### src/rtl/mips_fetch_stage.sv
// mips_fetch_stage
// Instruction-fetch stage of a 5-stage MIPS pipeline. Holds the PC register
// and the IF/ID pipeline register, follows stall and branch redirects from
// later stages, and detects the halt word. After a halt it drains the
// pipeline, then raises a sticky `fin` flag.
//
// Ports:
//   clk           in   clock, all state changes on the rising edge
//   pcclr         in   synchronous active-high reset
//   stall         in   freeze PC and IF/ID
//   branch_taken  in   redirect fetch to branch_target and flush IF/ID
//   branch_target in   redirect address (bits [1:0] are forced to zero)
//   imem_addr     out  instruction-memory address (the PC register)
//   imem_rdata    in   instruction word at imem_addr, same cycle
//   ifid_instr    out  IF/ID instruction word, zero (NOP) when not valid
//   ifid_pc4      out  IF/ID PC+4 of the held instruction
//   ifid_valid    out  IF/ID holds a real instruction
//   fin           out  program finished, sticky until pcclr
//
// DRAIN_CYCLES must be in the range 1..15 because the drain counter is 4 bits.
module mips_fetch_stage #(
    parameter logic [31:0] RESET_PC     = 32'h0000_0000,
    parameter logic [31:0] HALT_INSN    = 32'hFC00_0000,
    parameter int unsigned DRAIN_CYCLES = 4
) (
    input  logic        clk,
    input  logic        pcclr,
    input  logic        stall,
    input  logic        branch_taken,
    input  logic [31:0] branch_target,
    output logic [31:0] imem_addr,
    input  logic [31:0] imem_rdata,
    output logic [31:0] ifid_instr,
    output logic [31:0] ifid_pc4,
    output logic        ifid_valid,
    output logic        fin
);

    typedef enum logic [1:0] {
        ST_RUN   = 2'd0,
        ST_DRAIN = 2'd1,
        ST_DONE  = 2'd2
    } state_e;

    localparam logic [3:0] DRAIN_INIT = 4'(DRAIN_CYCLES);

    // Redirect targets are always word aligned.
    function automatic logic [31:0] align_word(input logic [31:0] addr);
        return {addr[31:2], 2'b00};
    endfunction

    state_e      state_q,      state_d;
    logic [3:0]  cnt_q,        cnt_d;
    logic [31:0] pc_q,         pc_d;
    logic [31:0] ifid_instr_q, ifid_instr_d;
    logic [31:0] ifid_pc4_q,   ifid_pc4_d;
    logic        ifid_valid_q, ifid_valid_d;
    logic        fin_q,        fin_d;
    logic [31:0] pc_plus4_s;

    assign pc_plus4_s = pc_q + 32'd4;   // wraps naturally at 2^32

    // Next-state and next-register computation for PC, IF/ID and drain FSM.
    always_comb begin
        state_d      = state_q;
        cnt_d        = cnt_q;
        pc_d         = pc_q;
        ifid_instr_d = ifid_instr_q;
        ifid_pc4_d   = ifid_pc4_q;
        ifid_valid_d = ifid_valid_q;
        fin_d        = fin_q;

        case (state_q)
            ST_RUN: begin
                if (branch_taken) begin
                    pc_d         = align_word(branch_target);
                    ifid_instr_d = 32'h0000_0000;
                    ifid_pc4_d   = 32'h0000_0000;
                    ifid_valid_d = 1'b0;
                end else if (stall) begin
                    pc_d = pc_q;
                end else if (imem_rdata == HALT_INSN) begin
                    // The halt word itself is never issued; PC parks on it.
                    ifid_instr_d = 32'h0000_0000;
                    ifid_valid_d = 1'b0;
                    cnt_d        = DRAIN_INIT;
                    state_d      = ST_DRAIN;
                end else begin
                    pc_d         = pc_plus4_s;
                    ifid_instr_d = imem_rdata;
                    ifid_pc4_d   = pc_plus4_s;
                    ifid_valid_d = 1'b1;
                end
            end

            ST_DRAIN: begin
                if (branch_taken) begin
                    // Halt turned out to be on the wrong path: resume fetching.
                    pc_d         = align_word(branch_target);
                    ifid_instr_d = 32'h0000_0000;
                    ifid_pc4_d   = 32'h0000_0000;
                    ifid_valid_d = 1'b0;
                    cnt_d        = 4'd0;
                    state_d      = ST_RUN;
                end else if (stall) begin
                    cnt_d = cnt_q;
                end else if (cnt_q == 4'd1) begin
                    cnt_d   = 4'd0;
                    fin_d   = 1'b1;
                    state_d = ST_DONE;
                end else begin
                    cnt_d = cnt_q - 4'd1;
                end
            end

            ST_DONE: begin
                fin_d = 1'b1;
            end

            default: begin
                // Unreachable encoding: fall back to a flushed RUN state.
                state_d      = ST_RUN;
                cnt_d        = 4'd0;
                ifid_instr_d = 32'h0000_0000;
                ifid_pc4_d   = 32'h0000_0000;
                ifid_valid_d = 1'b0;
            end
        endcase
    end

    // State registers with synchronous reset on pcclr.
    always_ff @(posedge clk) begin
        if (pcclr) begin
            state_q      <= ST_RUN;
            cnt_q        <= 4'd0;
            pc_q         <= RESET_PC;
            ifid_instr_q <= 32'h0000_0000;
            ifid_pc4_q   <= 32'h0000_0000;
            ifid_valid_q <= 1'b0;
            fin_q        <= 1'b0;
        end else begin
            state_q      <= state_d;
            cnt_q        <= cnt_d;
            pc_q         <= pc_d;
            ifid_instr_q <= ifid_instr_d;
            ifid_pc4_q   <= ifid_pc4_d;
            ifid_valid_q <= ifid_valid_d;
            fin_q        <= fin_d;
        end
    end

    assign imem_addr  = pc_q;
    assign ifid_instr = ifid_instr_q;
    assign ifid_pc4   = ifid_pc4_q;
    assign ifid_valid = ifid_valid_q;
    assign fin        = fin_q;

endmodule

### config.mk
export PLATFORM = sky130hd
export DESIGN_NAME = mips_fetch_stage
export DESIGN_NICKNAME = d
export VERILOG_FILES = /design/src/rtl/mips_fetch_stage.sv
export SDC_FILE = /design/constraint.sdc
export NUM_CORES = 1
export LEC_CHECK = 0
export CAP_MARGIN = 20
export CORE_MARGIN = 4
export CORE_UTILIZATION = 42
export DETAILED_ROUTE_END_ITERATION = 7
export PLACE_DENSITY = 0.78
export SETUP_SLACK_MARGIN = 0.2
export SLEW_MARGIN = 20
export SYNTH_ARGS = -nofsm -noshare
export SYNTH_HDL_FRONTEND = slang
export SYNTH_SLANG_ARGS = --single-unit
### constraint.sdc
create_clock -name clk -period 2.36 [get_ports clk]
set_clock_uncertainty 0.15 [all_clocks]
set_input_delay 0.472 -clock clk [delete_from_list [all_inputs] [get_ports clk]]
set_output_delay 0.472 -clock clk [all_outputs]
set_load 0.01 [all_outputs]
== Yosys cells after proc, flatten, opt, wreduce, memory -nomap -nowiden ==
Cells that the tools add are included.
Storage, ports and cells
  register bits after elaboration: 104
  latch bits: 0
  RAM bits: 0
  ROM bits: 0
  input port bits: 68
  word-level logic and storage cells: 69
  memories: 0
Cells by class
  $add $sub $neg: 2
  multipliers: 0
  divide/modulo/power cells: 0
  order comparisons: 0
  eq/ne operators: 15
  shift operators: 0
  multiplexer cells: 35
  bitwise logic cells: 1
  reduce and logical (&&, ||, !) cells: 9
Operators by type and width (count)
  $mux W32: 9
  $pmux W32 S3: 2
  $pmux W32 S2: 1
  $add A32 B3 Y32 const B: 1
  $eq A32 B32 Y1 const B: 1
  $mux W4: 6
  $ne A2 B2 Y1 const B: 7
  $mux W2: 6
  $ne A3 B3 Y1 const B: 4
  $pmux W4 S3: 1
  $reduce_and A4 Y1: 3
  $mux W1: 7
  $pmux W2 S3: 1
  $reduce_and A6 Y1: 1
  $reduce_and A5 Y1: 1
  $eq A4 B1 Y1 const B: 1
  $reduce_bool A2 Y1: 2
  $sub A4 B1 Y4 const B: 1
  $pmux W1 S3: 1
  $reduce_and A3 Y1: 1
  $eq A2 B1 Y1 const B: 1
  $eq A2 B2 Y1 const B: 1
  $logic_not A2 Y1: 1
  $pmux W1 S2: 1
  $not A1 Y1: 1

== Logic depth before layout (Yosys ltp) ==
  word-level depth: 5
  depth in mapped cells: 8
  depth with buffers taken out: 7

== Worst setup path after synthesis ==
OpenSTA, ideal clock, no wires.
  path type: reg2reg
  start point: register pc_q[12] (netlist: imem_addr[12])
  end point: register pc_q[31] (netlist: imem_addr[31])
  setup time: 131 ps
  data arrival time: 2008 ps
  slack: 71 ps
  stages on the path, launching flop included: 8
  path buffers: 2
  period minus slack after synthesis: 2289 ps
  path through: dfxtp_1 > buf_2 > nand4_1 > or4_4 > buf_6 > or3_4 > xor2_1 > o221ai_2
On the way
  cells in the longest elaborated chain, start to end: 5
RTL lines
  start: declaration: line 54  | logic [31:0] pc_q, pc_d;
  start signal: assignment: line 144  | pc_q <= pc_d;
  $add A32 B3 Y32: line 61  | assign pc_plus4_s = pc_q + 32'd4;
  $mux W32: line 82  | end else if (imem_rdata == HALT_INSN) begin
  $mux W32: line 80  | end else if (stall) begin
  $mux W32: line 75  | if (branch_taken) begin
  $pmux W32 S2: line 73  | case (state_q)
No other way between the ends. The select of a mux whose other input is x is not followed.
A chain may end at the register's enable or synchronous reset.

== Worst setup path after layout ==
  start point: input imem_rdata[9]
  end point: register ifid_pc4_q[26] (netlist: ifid_pc4[26])
On the way
  cells in the longest elaborated chain, start to end: 3
RTL lines
  start: declaration: line 32  | input logic [31:0] imem_rdata,
  $eq A32 B32 Y1: line 82
  $ne A3 B3 Y1 (no line)
  $reduce_and A4 Y1 (no line)
  end signal: assignment: line 146  | ifid_pc4_q <= ifid_pc4_d;
  end: declaration: line 56  | logic [31:0] ifid_pc4_q, ifid_pc4_d;
No other way between the ends.

==> results by group <==
Outcome
  – Status: finished clean

GRT
  – Vias in the first global route: around 5700
  – Largest net degree at the start of global routing: 41
  – Initial antenna violation count: 0
  – First-pass GRT wire length: 28400 um
  – Overall Global Routing Usage: 0.266
  – Gr ovfl total: 0

Setup path
  – CP max-delay cell: and4_4
  – CP Cell Sequence: dlygate4sd2_1 > nor4_4 > and4_4 > buf_6 > a21oi_4 > buf_12 > buf_4 > buf_4 > o211ai_1 > a21bo_1
  – CP required: about 2.5 ns
  – Worst Setup Start Kind: input pin
  – Crit-path max FO: 4
  – Most frequent CP cell: buf_4
  – Crit. End Element: flop
  – CP peak stage delay: approximately 0.31 ns
  – WS Path Type: in -> reg
  – CP arrival: between 2 and 2.5 ns

Placed design
  – DP Cell Count: around 900
  – GP Congestion: slightly below 0.9
  – Area post-placement: 7100 um2
  – Buffers on Ports: approximately 160
  – Detailed Place HPWL: approximately 13000 um

Routing
  – Vias: a little under 6000
  – Initial DRC Count: 560
  – Post-route ant nets: 0
  – Via/cell ratio: just over 6
  – Pre-antenna DRT Iters: 7
  – Drc violations: 0
  – Final WL: about 19000 um
  – WL/cell: a little over 20 um

Floorplanning
  – Die Area: 13500 um2
  – Initial Utilization: 0.430
  – Die Y: between 100 and 150 um
  – Total core area: 11500 um2
  – Row count: 39
  – Die Width: ~120 um
  – IO Count: about 170

CTS
  – Clock buffer depth: 2
  – Worst skew pair latency: about 0.36 ns
  – Worst-path clk slew: approximately 0.07 ns
  – CTS hold repair buffers: 0
  – CTS tree: built
  – CTS HTree Levels: 3
  – Num Clock Sinks: ~100
  – Num CTS Buffers: 9
  – Root buf cell: clkbuf_16

Pwr
  – Pwr Total: roughly 0.0041 W
  – Max VDD drop: between 0.4 and 0.5 mV
  – Leakage: 2.95 nW
  – Power Density: roughly 520 nW/um2

Synthesis
  – Asr flop ratio synth: 0
  – Synth Area per Inst: a little under 9 um2
  – Gate Count Post-Synth: 569
  – EDFF count, synth: 0
  – Yosys reg bits: about 100
  – Synth Warn #: 0
  – Sequential share of the synthesized area: 0.410
  – Main synth FF type: dfxtp_1
  – Synth Cell Area: just under 5000 um2
  – Synth cell types: 63

STA
  – Fin crit share: 0.910
  – Fin. Hold Viols: 0
  – RSZ-0062 raised after global routing: yes
  – Fin Hold WS: about 0.29 ns
  – Achievable Freq: 0.466 GHz
  – Setup_tns: 0 ns
  – Worst slew pin tran: around 0.7 ns
  – Final min period: 2.15 ns
  – Max Slew Vio Count: 0
  – Relative slew slack: 0.533
  – Final setup fails: 0

Cells and area
  – Fillers: approximately 840
  – Post-route cell area: roughly 8000 um2
  – Final Instance Count excl. Fillers: roughly 940
  – Nets: around 870
  – ANT cells: 0
  – Layout cells sized above 1: 0.249
  – Area Growth Syn to Fin: 61.9%

Job
  – Max cap viols: 0

Worst hold path
  – HP Class: in -> reg
## state kept, by name, indices dropped and copies added (netlist names)
signal / cells
state_q: 2
ifid_valid: 1
fin: 1
imem_addr: 30
ifid_pc4: 31
ifid_instr: 32
cnt_q: 4
## report_power, final
| part | internal [W] | leakage, nW | switching, W |
|---|---|---|---|
| clock | 0.000855 | 0.142 | 0.000688 |
| combinational | 0.000393 | 1.97 | 0.000363 |
| sequential | 0.00177 | 0.831 | 0.0000750 |
## stage by stage
step	util	worst slack, ns
after floorplan	-	0.214
after global placement	0.619	-0.409
after detailed placement	0.619	-0.400
after CTS	0.674	0.203
after global routing	0.696	0.153
final	0.696	0.213
## routing by layer
layer	wire length, um	GRT usage
met3	2310	0.0808
met5	0	0
met4	656	0.135
met1	6810	0.298
met2	9190	0.456
## cells in the final DEF (no fill, tap or decap), types with 9 or more instances in the layout
cell type / instances
clkdlybuf4s50_1: 128
dfxtp_1: 87
xor2_1: 10
a22oi_1: 23
o21ai_0: 19
o2bb2ai_1: 23
nand3_1: 15
inv_1: 13
a22oi_2: 13
a21oi_1: 23
nand4_1: 16
xnor2_1: 10
nor2_1: 46
nand2_1: 42
dlygate4sd2_1: 17
clkbuf_16: 9
buf_4: 85
a32o_1: 9
nor3_1: 10
## path summary, 6_finish.rpt
check,startpoint,to,slack (ns),cells after the start
setup reg to reg,imem_addr[21],ifid_pc4[30],0.22,5
hold reg to reg,fin,fin,0.31,2
hold / removal,imem_rdata[21],ifid_instr[21],0.29,3
setup / recovery,imem_rdata[9],ifid_pc4[26],0.21,10
## critical path, delay by kind of cell
family,cells,cell delay (ns)
simple gates,2,0.61
buf+inv,5,0.82
compound gates,3,0.35
## kinds of logic (layout without fill, tap and decap cells)
group                    Yosys count  after routing  synth area share
flip-flops                       101            101             0.410
AND/OR/NAND/NOR                  198            198             0.216
buffers and inverters             64            294            0.0538
AO/OA/AOI/OAI                    181            181             0.275
other                              1              2          0.000761
XOR/XNOR                          21             21            0.0373
adder cells (fa/ha/maj)            3              3           0.00762
## layout make-up
| type | count | area (um2) | share of cell area |
|---|---|---|---|
| clock buffers | 11 | 243 | 0.0304 |
| clock inverters | 5 | 58.8 | 0.00737 |
| inverters | 14 | 52.6 | 0.00659 |
| multi-input cells | 405 | 2920 | 0.366 |
| flip-flops and latches | 101 | 2060 | 0.258 |
| well taps | 143 | 179 | 0.0224 |
| repair buffers | 264 | 2460 | 0.309 |
## synth_stat cells (7+ instances only)
| cell | count | area [um2] |
|---|---|---|
| a22oi_1 | 36 | 270 |
| nor2_1 | 48 | 180 |
| clkbuf_1 | 41 | 154 |
| nand2_1 | 43 | 161 |
| xnor2_1 | 10 | 87.6 |
| o2bb2ai_1 | 23 | 201 |
| a221oi_1 | 7 | 61.3 |
| nor4_1 | 15 | 93.8 |
| xor2_1 | 11 | 96.3 |
| nand3_1 | 16 | 80.1 |
| a32o_1 | 9 | 90.1 |
| nand4_1 | 16 | 100 |
| nor3_1 | 11 | 55.1 |
| inv_1 | 13 | 48.8 |
| and4_1 | 7 | 61.3 |
| a21oi_1 | 26 | 130 |
| o32ai_1 | 7 | 61.3 |
| dfxtp_1 | 101 | 2020 |
| o21ai_0 | 19 | 95.1 |
## repair_timing
item / 4_1_cts / 5_1_grt
gates cloned: 4 / 0
pin swaps: 14 / 21
endpoints found under the hold margin: 0 / 0
gates resized for setup: 78 / 55
endpoints found under the setup margin: 97 / 64
setup buffers: 16 / 13
Note: power is estimated with default switching activity, not from simulation.
